--- src/rtl/keypad_entry_ctrl_if.sv ---
// Completed-entry handshake between the keypad sequencer and its consumer.
// The sequencer drives the master side, the application FSM the slave side.
interface keypad_entry_ctrl_if #(
    parameter int NUM_DIGITS = 4
);
    logic [4*NUM_DIGITS-1:0] entry_value;
    logic [3:0]              entry_count;
    logic                    entry_valid;
    logic                    entry_ack;

    modport master (
        output entry_value,
        output entry_count,
        output entry_valid,
        input  entry_ack
    );

    modport slave (
        input  entry_value,
        input  entry_count,
        input  entry_valid,
        output entry_ack
    );
endinterface

--- src/rtl/keypad_entry_ctrl.sv ---
// Keypad entry sequencer: one key per press/release, BCD edit buffer, Enter handshake.
// Optional idle discard of partial entries: define KEYPAD_ENTRY_TIMEOUT_EN.
module keypad_entry_ctrl #(
    parameter int          NUM_DIGITS     = 4,
    parameter int          RELEASE_CYCLES = 4,
    parameter logic [23:0] TIMEOUT_CYCLES = 24'd12_500_000
) (
    input  logic                    clk,
    input  logic                    rst,
    input  logic [3:0]              key_code,
    input  logic                    key_pressed,
    output logic [4*NUM_DIGITS-1:0] buf_value,
    output logic [3:0]              buf_count,
    output logic                    key_event,
    output logic                    overflow,
    output logic                    timeout,
    keypad_entry_ctrl_if.master     ent
);
    localparam int W  = 4 * NUM_DIGITS;
    localparam int RW = (RELEASE_CYCLES < 2) ? 1 : $clog2(RELEASE_CYCLES);

    typedef enum logic [1:0] {IDLE, CAPTURE, RELEASE, DONE} state_t;

    state_t         state_q, state_d;
    logic [3:0]     code_q, code_d;
    logic [W-1:0]   buf_q, buf_d;
    logic [3:0]     cnt_q, cnt_d;
    logic [W-1:0]   ent_val_q, ent_val_d;
    logic [3:0]     ent_cnt_q, ent_cnt_d;
    logic           valid_q, valid_d;
    logic           kev_q, kev_d;
    logic           ovf_q, ovf_d;
    logic [RW-1:0]  rel_q, rel_d;
    logic           to_fire;

    logic is_digit, is_bs, is_clr, is_ent;
    assign is_digit = (code_q <= 4'd9);
    assign is_bs    = (code_q == 4'd10);
    assign is_clr   = (code_q == 4'd11);
    assign is_ent   = (code_q == 4'd13);

    always_comb begin
        state_d   = state_q;
        code_d    = code_q;
        buf_d     = buf_q;
        cnt_d     = cnt_q;
        ent_val_d = ent_val_q;
        ent_cnt_d = ent_cnt_q;
        valid_d   = valid_q;
        kev_d     = 1'b0;
        ovf_d     = 1'b0;
        rel_d     = rel_q;
        unique case (state_q)
            IDLE: begin
                if (key_pressed) begin
                    code_d  = key_code;
                    state_d = CAPTURE;
                end else if (to_fire) begin
                    buf_d = '0;
                    cnt_d = '0;
                end
            end
            CAPTURE: begin
                state_d = RELEASE;
                rel_d   = '0;
                unique case (1'b1)
                    is_digit: begin
                        if (cnt_q < 4'(NUM_DIGITS)) begin
                            buf_d = (buf_q << 4) | W'(code_q);
                            cnt_d = cnt_q + 4'd1;
                            kev_d = 1'b1;
                        end else begin
                            ovf_d = 1'b1;
                        end
                    end
                    is_bs: begin
                        if (cnt_q != 4'd0) begin
                            buf_d = buf_q >> 4;
                            cnt_d = cnt_q - 4'd1;
                        end
                        kev_d = 1'b1;
                    end
                    is_clr: begin
                        buf_d = '0;
                        cnt_d = '0;
                        kev_d = 1'b1;
                    end
                    is_ent: begin
                        if (cnt_q != 4'd0) begin
                            ent_val_d = buf_q;
                            ent_cnt_d = cnt_q;
                            buf_d     = '0;
                            cnt_d     = '0;
                            valid_d   = 1'b1;
                            kev_d     = 1'b1;
                        end
                    end
                    default: ;
                endcase
            end
            RELEASE: begin
                if (key_pressed) begin
                    rel_d = '0;
                end else if (rel_q == RW'(RELEASE_CYCLES - 1)) begin
                    rel_d   = '0;
                    state_d = valid_q ? DONE : IDLE;
                end else begin
                    rel_d = rel_q + 1'b1;
                end
            end
            DONE: begin
                if (valid_q && ent.entry_ack) begin
                    valid_d = 1'b0;
                    state_d = IDLE;
                end
            end
            default: state_d = IDLE;
        endcase
    end

    always_ff @(posedge clk or negedge rst) begin
        if (!rst) begin
            state_q   <= IDLE;
            code_q    <= '0;
            buf_q     <= '0;
            cnt_q     <= '0;
            ent_val_q <= '0;
            ent_cnt_q <= '0;
            valid_q   <= 1'b0;
            kev_q     <= 1'b0;
            ovf_q     <= 1'b0;
            rel_q     <= '0;
        end else begin
            state_q   <= state_d;
            code_q    <= code_d;
            buf_q     <= buf_d;
            cnt_q     <= cnt_d;
            ent_val_q <= ent_val_d;
            ent_cnt_q <= ent_cnt_d;
            valid_q   <= valid_d;
            kev_q     <= kev_d;
            ovf_q     <= ovf_d;
            rel_q     <= rel_d;
        end
    end

`ifdef KEYPAD_ENTRY_TIMEOUT_EN
    logic [23:0] to_q, to_d;
    logic        tout_q, tout_d;

    // A press in the same cycle wins; the timer restarts on leaving IDLE.
    always_comb begin
        to_d    = '0;
        to_fire = 1'b0;
        if (state_q == IDLE && !key_pressed && cnt_q != 4'd0 && !valid_q) begin
            if (to_q == TIMEOUT_CYCLES - 24'd1) begin
                to_fire = 1'b1;
            end else begin
                to_d = to_q + 24'd1;
            end
        end
        tout_d = to_fire;
    end

    always_ff @(posedge clk or negedge rst) begin
        if (!rst) begin
            to_q   <= '0;
            tout_q <= 1'b0;
        end else begin
            to_q   <= to_d;
            tout_q <= tout_d;
        end
    end

    assign timeout = tout_q;
`else
    logic unused_timeout_cfg;
    assign unused_timeout_cfg = ^TIMEOUT_CYCLES;
    assign to_fire = 1'b0;
    assign timeout = 1'b0;
`endif

    assign buf_value       = buf_q;
    assign buf_count       = cnt_q;
    assign key_event       = kev_q;
    assign overflow        = ovf_q;
    assign ent.entry_value = ent_val_q;
    assign ent.entry_count = ent_cnt_q;
    assign ent.entry_valid = valid_q;
endmodule

--- src/flat_wrapper.sv ---
// flat-port wrapper written by rule: the top's interface ports become plain ports
module keypad_entry_ctrl_flat 
#(
    parameter int          NUM_DIGITS     = 4,
    parameter int          RELEASE_CYCLES = 4,
    parameter logic [23:0] TIMEOUT_CYCLES = 24'd12_500_000
)
  (clk, rst, key_code, key_pressed, buf_value, buf_count, key_event, overflow, timeout, ent_entry_value, ent_entry_count, ent_entry_valid, ent_entry_ack);
  keypad_entry_ctrl_if #(.NUM_DIGITS(NUM_DIGITS)) ent_i ();
  input  logic clk;
  input  logic rst;
  input  logic [3:0] key_code;
  input  logic key_pressed;
  output logic [4*NUM_DIGITS-1:0] buf_value;
  output logic [3:0] buf_count;
  output logic key_event;
  output logic overflow;
  output logic timeout;
  output wire logic [$bits(ent_i.entry_value)-1:0] ent_entry_value;
  output wire logic [$bits(ent_i.entry_count)-1:0] ent_entry_count;
  output wire logic [$bits(ent_i.entry_valid)-1:0] ent_entry_valid;
  input wire logic [$bits(ent_i.entry_ack)-1:0] ent_entry_ack;
  assign ent_entry_value = ent_i.entry_value;
  assign ent_entry_count = ent_i.entry_count;
  assign ent_entry_valid = ent_i.entry_valid;
  assign ent_i.entry_ack = ent_entry_ack;
  keypad_entry_ctrl #(.NUM_DIGITS(NUM_DIGITS), .RELEASE_CYCLES(RELEASE_CYCLES), .TIMEOUT_CYCLES(TIMEOUT_CYCLES)) u_core (.clk(clk), .rst(rst), .key_code(key_code), .key_pressed(key_pressed), .buf_value(buf_value), .buf_count(buf_count), .key_event(key_event), .overflow(overflow), .timeout(timeout), .ent(ent_i));
endmodule
--- config.mk ---
export PLATFORM = sky130hd
export DESIGN_NAME = keypad_entry_ctrl_flat
export DESIGN_NICKNAME = d
export VERILOG_FILES = /design/src/rtl/keypad_entry_ctrl_if.sv /design/src/rtl/keypad_entry_ctrl.sv /design/src/flat_wrapper.sv
export SDC_FILE = /design/constraint.sdc
export NUM_CORES = 1
export LEC_CHECK = 0
export ABC_AREA = 1
export CORE_ASPECT_RATIO = 1.5
export CORE_UTILIZATION = 50
export CTS_CLUSTER_SIZE = 14
export DETAILED_ROUTE_END_ITERATION = 7
export GPL_TIMING_DRIVEN = 1
export PLACE_DENSITY = 0.79
export SYNTH_ARGS = -nofsm -noshare
export SYNTH_HDL_FRONTEND = slang
export SYNTH_SLANG_ARGS = --single-unit
export TNS_END_PERCENT = 20
--- constraint.sdc ---
create_clock -name clk -period 2.4 [get_ports clk]
set_clock_uncertainty 0.1 [all_clocks]
set_input_delay 0.48 -clock clk [delete_from_list [all_inputs] [get_ports clk]]
set_output_delay 0.48 -clock clk [all_outputs]
set_load 0.02 [all_outputs]
Yosys cells after proc, flatten, opt, wreduce, memory -nomap -nowiden. Index checks and enable logic that the tools add are counted.

Bitwise operators: 1. Magnitude comparators: 2. Reductions and logical operators: 12. Equality and inequality tests: 16. $add $sub $neg: 3. Mux-type cells: 28.

Operators with widths (count): 16-bit one-hot mux with 4 select lines (1); 16-bit two-way mux (3); 16-bit by 4-bit OR with 16-bit output (1); 4-bit one-hot mux with 4 select lines (1); 2-bit two-way mux (7); 4-bit equality test, second input constant (3); 4-bit two-way mux (3); 2-bit != test, second input constant (5); 1-bit two-way mux (9); 2-bit by 1-bit != test with 1-bit output, second input constant (4); 2-bit one-hot mux with 4 select lines (1); 4-bit AND reduction (2); 4-bit nonzero test (2); 2-bit equality test, second input constant (3); 5-bit AND reduction (1); 4-bit by 1-bit adder with 4-bit output, second input constant (1); 4-bit less-or-equal comparator, second input constant (1); 4-bit by 3-bit less-than comparator with 1-bit output, second input constant (1); 2-bit one-hot mux with 2 select lines (1); 2-bit nonzero test (2); 4-bit by 1-bit subtractor with 4-bit output, second input constant (1); 1-bit one-hot mux with 3 select lines (1); 3-bit AND reduction (1); 2-bit by 1-bit adder with 2-bit output, second input constant (1); other kinds (6) (6).

Output and inout bits: 44. Register bits: 51. Input bits: 8.

Longest topological paths before layout. Gate-level depths: netlist (run 1).

Word-level depth: 4. Gate-level depth with buffers: 13. Gate-level depth less buffers: 12.

Least setup slack after synthesis (run 1). OpenSTA, ideal clock, no wires.

Kind: register -> register. From: register u_core.code_q[0]. To: register u_core.cnt_q[3], in the netlist u_core.buf_count[3]. Cell stages (with the launch flop): 12. Path buffers: 1. Setup time: 0.117 ns. Arrival time: 1.572 ns. Period minus slack after synthesis: 1.789 ns. Required time: 2.183 ns. Setup slack: 0.611 ns. Cells stage by stage: dfrtp_1 nor2_1 nand2_2 inv_1 buf_2 ha_1 inv_1 nor2_1 nor2_1 nand3_1 nand3_1 nand2_1.

Longest elaborated chain between the ends: 3. Elaborated cells between the ends (all ways): 10.

Ends and longest elaborated chain: start: declaration (RTL line keypad_entry_ctrl.sv:25) `logic [3:0] code_q, code_d;`; start signal: assignment (RTL line keypad_entry_ctrl.sv:135) `code_q <= code_d;`; 4-bit less-or-equal comparator, or another cell as far along (RTL line keypad_entry_ctrl.sv:37) `assign is_digit = (code_q <= 4'd9);`; 4-bit nonzero test (no source line) / 2-bit != test (equally long branches); 5-bit AND reduction (no source line); end signal: assignment (RTL line keypad_entry_ctrl.sv:137) `cnt_q <= cnt_d;`; end: declaration (RTL line keypad_entry_ctrl.sv:27) `logic [3:0] cnt_q, cnt_d;`.

Several ways; a longest one is shown, not always the timed one. A chain may end at the register's enable or synchronous reset.

Final worst setup path (run 1).
From: register u_core.cnt_q[2], in the netlist u_core.buf_count[2]. To: register u_core.buf_q[14], in the netlist u_core.buf_value[14].

Longest elaborated chain between the ends: 3. Elaborated cells between the ends (all ways): 6.

Ends and longest elaborated chain: 4-bit by 3-bit less-than comparator with 1-bit output / 4-bit nonzero test (equally long branches) (RTL line keypad_entry_ctrl.sv:68, keypad_entry_ctrl.sv:77, keypad_entry_ctrl.sv:89); 2-bit != test (no source line); 5-bit AND reduction (no source line) (*); end signal: assignment (RTL line keypad_entry_ctrl.sv:136) `buf_q <= buf_d;`; end: declaration (RTL line keypad_entry_ctrl.sv:26) `logic [W-1:0] buf_q, buf_d;`.

Mark *: on every way between the ends. The rest lies on a longest branch, timed or not.

==> results of run 1 <==
## layout make-up
type | instances | area (um2) | share of cell area, %
inverter | 42 | 158 | 5.11
timing repair buffer | 52 | 510 | 16.6
clock buffer | 6 | 72.6 | 2.35
tap | 64 | 80.1 | 2.60
clock inverter | 2 | 60.1 | 1.95
sequential | 51 | 1280 | 41.4
multi-input combinational | 189 | 927 | 30.1
## cell usage after synthesis (2+ instances only)
| cell type | number |
|---|---|
| o21ai_2 | 5 |
| ha_1 | 7 |
| nand2_1 | 92 |
| o21ai_0 | 13 |
| nor2_1 | 13 |
| nor3_1 | 2 |
| nor2_2 | 2 |
| dfrtp_1 | 51 |
| nand3b_1 | 2 |
| inv_2 | 3 |
| a21oi_1 | 4 |
| o211ai_1 | 2 |
| buf_6 | 5 |
| o22ai_1 | 4 |
| inv_1 | 39 |
| nand2_2 | 4 |
| nand3_1 | 11 |
| buf_4 | 2 |
| o21ai_1 | 22 |
| buf_2 | 3 |
## power groups by stage
stage,clock [uW],sequential (uW),combinational [uW]
floorplan,0,1800,1130
global placement,0,1500,2180
detailed placement,0,1510,2210
CTS,695,1490,2220
global route,730,1540,2460
finish,687,1490,2210
## worst register-to-register path, cell delays in order, from the launching register on
cell and delay, ns:
dfrtp_1 0.46, nor2_1 0.29, nor2_1 0.11, nor2_2 0.15
nand2_2 0.11, inv_2 0.43, nand3_1 0.18, o21ai_1 0.11
## through the flow
stage / instance area [um2] / util [%] / setup slack (ns) / total power, uW
final: 3080 / 66.8 / 0.392 / 4390
after floorplan: 2450 / - / 0.611 / 2930
after CTS: 3080 / 66.8 / 0.403 / 4410
after detailed placement: 2950 / 63.9 / 0.437 / 3720
after global routing: 3080 / 66.8 / 0.174 / 4730
after global placement: 2950 / 63.9 / 0.461 / 3670
## sequential cells by signal, indices dropped and copies added, names as in the netlist
register	flops
u_core.state_q	2
u_core.buf_value	16
u_core.buf_count	4
u_core.ent.entry_value	16
u_core.key_event	1
u_core.ent.entry_count	4
u_core.ent.entry_valid	1
u_core.overflow	1
u_core.rel_q	2
u_core.code_q	4
## kinds of logic after synthesis
| family | after synthesis | share of synthesized area [%] |
|---|---|---|
| DFF | 51 | 52.1 |
| AOI/OAI and AO/OA | 51 | 11.7 |
| muxes | 1 | 0.460 |
| xor gates and xnor gates | 1 | 0.358 |
| buffers and inverters | 52 | 9.97 |
| adders and majority gates | 7 | 3.58 |
| and+or+nand+nor | 128 | 21.6 |
| other | 1 | 0.153 |
## worst max path at each step
stage / startpoint / depth (start not counted) / end
2_1_floorplan: u_core.code_q[0] / 11 / u_core.buf_count[3]
3_5_place_dp: u_core.state_q[1] / 8 / u_core.buf_value[14]
6_report: u_core.buf_count[2] / 7 / u_core.buf_value[14]
3_3_place_gp: u_core.buf_count[2] / 7 / u_core.buf_value[1]
5_1_grt: u_core.buf_count[2] / 7 / u_core.buf_value[15]
4_1_cts: u_core.buf_count[2] / 1 / buf_count[2]
## layer usage
layer,routed length (um),track usage (%),vias up
li1,-,-,1009
met1,1950,25.1,928
met2,2470,35.8,73
met3,221,4.28,22
met4,248,14.7,0
met5,0,0,-
==> results.toml, run 1 <==
[outcome]
status = "completed"

[worst_setup_path]
timing.rr.start = "u_core.buf_count[2]"
worstReg2RegEnd = "u_core.buf_value[14]"
cp_data_required_time_ns = 2.53
cp-start-kind = "flop"
r2r_cells = 7
cp-end-kind = "flop"
worstPathMaxFanout = 33
cp_slowest_cell = "dfrtp_1"
cpLargestDelayFamily = "simple AND/OR/NAND/NOR gates"
r2r_slack_ns = 0.39
criticalPathCategory = "reg -> reg"
critPathBufInv = 1
arrival_ns = 2.14
critPathMostFrequentCell = "nor2_1"
slowest_delay_ns = 0.46
crit_chain = "nor2_1, nor2_1, nor2_2, nand2_2, inv_2, nand3_1, o21ai_1"

[power_and_ir_drop]
p_sw_uw = 1860
intPower_uw = 2530
power.density_nw_per_um2 = 1420
p_clk_share_pct = 15.7
leakage_uw = 0.00151
ir_worst_vdd_mv = 0.702
comb_power_share_pct = 50.4
seq_power_share_pct = 33.9
switching_share_pct = 42.4

[clock_network]
clock-sinks = 51
clkTransAtPathRegs_ns = 0.09
cts_hold_buf = 0
cts-buffers-inserted = 5
root_buffer = "clkbuf_8"
ctsHtreeMaxLevel = 2
max-clock-path-buffers = 2
tritoncts = "yes"
postCtsSetupBuffers = 0
cts_resized = 0
clock_latency_ns = 0.30

[synthesis]
avgSynthCellArea_um2 = 8.38
yosysTopAreaCell = "dfrtp_1"
ys_ff_latch = 51
syn_inst = 292
yosysSeqAreaShare_pct = 52.1
synth_top_area_share_pct = 52.1
synth_edf_count = 0
ys_warn_count = 0
yosysUniqueCellTypes = 26
synth_area_um2 = 2450
synth_area_leaders = "dfrtp_1, nand2_1, inv_1, o21ai_1, ha_1"
synth_nets = 307
synth_flop_cell = "dfrtp_1"
async_flop_share_pct = 100

[grt]
grt-ovfl-total = 0
grt_pass1_wl_mm = 8.36
grt_pass1_vias = 1989
antenna_found_initial = 0
grt_max_degree = 52
grt_usage_pct = 21.7

[placement]
dp_cells = 398
dp_hpwl_mm = 3.64
place.gp.congestion = 0.859
port_buffers = 50

[layout]
final_common_cell = "nand2_1"
drive_gt1_share_pct = 7.60
fillers = 404
fin_cells = 406
insertedDiodeCount = 0
area_delta_synth_final_pct = 26.0
most-common-layout-cells = "nand2_1, dfrtp_1, clkdlybuf4s50_1"
fin_nets = 356

[sta]
timing.final.crit_share_pct = 83.6
whs_ns = 0.173
finalHoldViolCount = 0
slew_viol_final = 0
fin_setup_tns_ns = 0
rsz0062_at_grt = "no"
worstMarginPinSlew_ns = 0.768
setup_viol = 0
fin_crit_ns = 2.01
fmax_mhz = 498
maxSlewHeadroom_pct = 48.6

[routing]
wirelength_mm = 4.89
drtPass1Iterations = 4
drt_iter0_drc = 82
avgRoutedWirePerCell_um = 12.0
postRouteAntennaNets = 0
drc = 0
via_per_inst = 5.00
vias = 2032

[floorplan]
initial_utilization_pct = 53.0
ios = 52
die_h_um = 87.7
fp-row-count = 30
coreArea_um2 = 4620
die_area_um2 = 5180
die-width_um = 59.1

[min_path]
hp-class = "in -> async"

[run]
maxCapViolations = 0
(Power assumes the default switching activity.)
==> run 2, diff against run 1 <==
- CORE_UTILIZATION: 50 -> 46
- PLACE_DENSITY: 0.79 -> 0.76
- clock period: 2.4 -> 1.8 ns (I/O delays scaled with it)
==> run 2 against run 1 <==
Net effect:
- count of clock-buffer cells in the layout is 1 lower
- first-iteration DRC count up 2.4%
- wire length is 11% higher
- total power increased by 36%
- largest cell class unchanged
- core utilization down 3.0 points
- global-route usage shrank 0.47 points
- critical path type is now reg -> out
==> results.toml, run 2 (synthesized netlist as in run 1, its figures left out) <==
[outcome]
status = "completed"

[worst_setup_path]
criticalPathCategory = "reg -> out"
slowest_delay_ns = 0.61
critPathBufInv = 1
cp_data_required_time_ns = 1.34
cp-end-kind = "output port"
arrival_ns = 1.30
crit_chain = "clkdlybuf4s50_1"
cp_slowest_cell = "clkdlybuf4s50_1"
cp-start-kind = "flop"
worstPathMaxFanout = 3
timing.rr.start = "u_core.code_q[0]"
cp-startpoint = "u_core.buf_value[2]"
cpLargestDelayFamily = "buffers and inverters"

[floorplan]
die_area_um2 = 5620
ios = 52
coreArea_um2 = 5120
fp-row-count = 32
die_h_um = 91.3
initial_utilization_pct = 47.8
die-width_um = 61.6

[routing]
drtPass1Iterations = 4
drc = 0
wirelength_mm = 5.43
postRouteAntennaNets = 0
avgRoutedWirePerCell_um = 12.8
vias = 2121
via_per_inst = 4.99
drt_iter0_drc = 84

[power_and_ir_drop]
p_clk_share_pct = 13.1
seq_power_share_pct = 33.0
power_uw = 5970
switching_share_pct = 43.8
intPower_uw = 3360
leakage_uw = 0.00174
power.density_nw_per_um2 = 1830
comb_power_share_pct = 53.9
p_sw_uw = 2620
ir_worst_vdd_mv = 0.969

[sta]
fin_crit_ns = 1.76
timing.final.crit_share_pct = 97.7
fin_ws_ns = 0.0413
fmax_mhz = 569
setup_viol = 0
finalHoldViolCount = 0
whs_ns = 0.389
slew_viol_final = 0
worstMarginPinSlew_ns = 0.489
rsz0062_at_grt = "yes"
maxSlewHeadroom_pct = 67.1

[grt]
grt_max_degree = 36
grt_usage_pct = 21.3
grt_pass1_wl_mm = 8.89
grt-ovfl-total = 0
antenna_found_initial = 0
grt_pass1_vias = 2023

[layout]
area_delta_synth_final_pct = 33.5
final_common_cell = "nand2_1"
insertedDiodeCount = 0
most-common-layout-cells = "nand2_1, dfrtp_1, inv_1"
fin_nets = 372
drive_gt1_share_pct = 14.0

[clock_network]
clock_latency_ns = 0.30
clkTransAtPathRegs_ns = 0.09
ctsHtreeMaxLevel = 2
tritoncts = "yes"
root_buffer = "clkbuf_8"
max-clock-path-buffers = 2
clock-sinks = 51
cts-buffers-inserted = 5

[placement]
dp_hpwl_mm = 3.92
place.gp.congestion = 0.812
place_ws_ns = -0.0569
port_buffers = 50

[run]
maxCapViolations = 0

[min_path]
hp-class = "reg -> reg"
min_from = "u_core.ent.entry_count[2]"
run 2: cell types whose count changed in the layout (fill, tap and decap cells not counted), sizes merged:
cell	change
buf	+15
bufinv	-1
clkbuf	-1
clkdlybuf4s50	-19
clkinvlp	+1
dlygate4sd2	+10
dlygate4sd3	+1
dlymetal6s2s	+9
run 2: final timing paths:
kind | end | cells after the start | slack (ns)
max reg2reg | u_core.buf_count[3] | 10 | 0.05
min | u_core.ent.entry_count[2] | 2 | 0.39
min reg2reg | u_core.ent.entry_count[2] | 2 | 0.39
min in group asynchronous | u_core.ent.entry_value[13] | 2 | 0.41
max | buf_value[2] | 1 | 0.04
max in group asynchronous | u_core.code_q[2] | 3 | 0.65
run 2: per-layer routing:
layer / GRT usage, % / wire length (um) / vias up
met4: 10.4 / 153 / 0
met3: 3.85 / 195 / 13
li1: - / - / 1041
met1: 24.7 / 2190 / 1006
met2: 35.9 / 2890 / 61
met5: 0 / 0 / -
run 2: area by class of cell:
type                    instances  area, um2
multi-input cells             189        965
clock inverters                 2       37.5
fillers                       472       1860
repair buffers                 68        668
flip-flops and latches         51       1280
clock buffers                   5       68.8
well taps                      68       85.1
inverters                      42        165
run 2: what timing repair did:
item / in CTS / in global routing
hold buffers: 1 / 0
hold endpoints to repair: 16 / 0
setup endpoints to repair: 26 / 19
buffers inserted: 3 / 1
gates resized for setup: 16 / 18
pin swaps: 0 / 2
run 2: power by group through the flow:
stage,clock (uW),sequential (uW),combinational [uW]
after CTS,800,1980,3170
after floorplan,0,2400,1510
final,781,1970,3220
after global placement,0,1980,3050
after detailed placement,0,1990,3140
after global routing,844,2020,3560
run 2: stage by stage:
step,utilization [%],instance area [um2],setup TNS [ns],cells
2_1_floorplan,-,2450,0,292
3_3_place_gp,59.8,3060,0,413
3_5_place_dp,59.8,3060,-0.525,413
4_1_cts,62.6,3210,0,424
5_1_grt,63.8,3270,-0.0248,425
6_report,63.8,3270,0,425
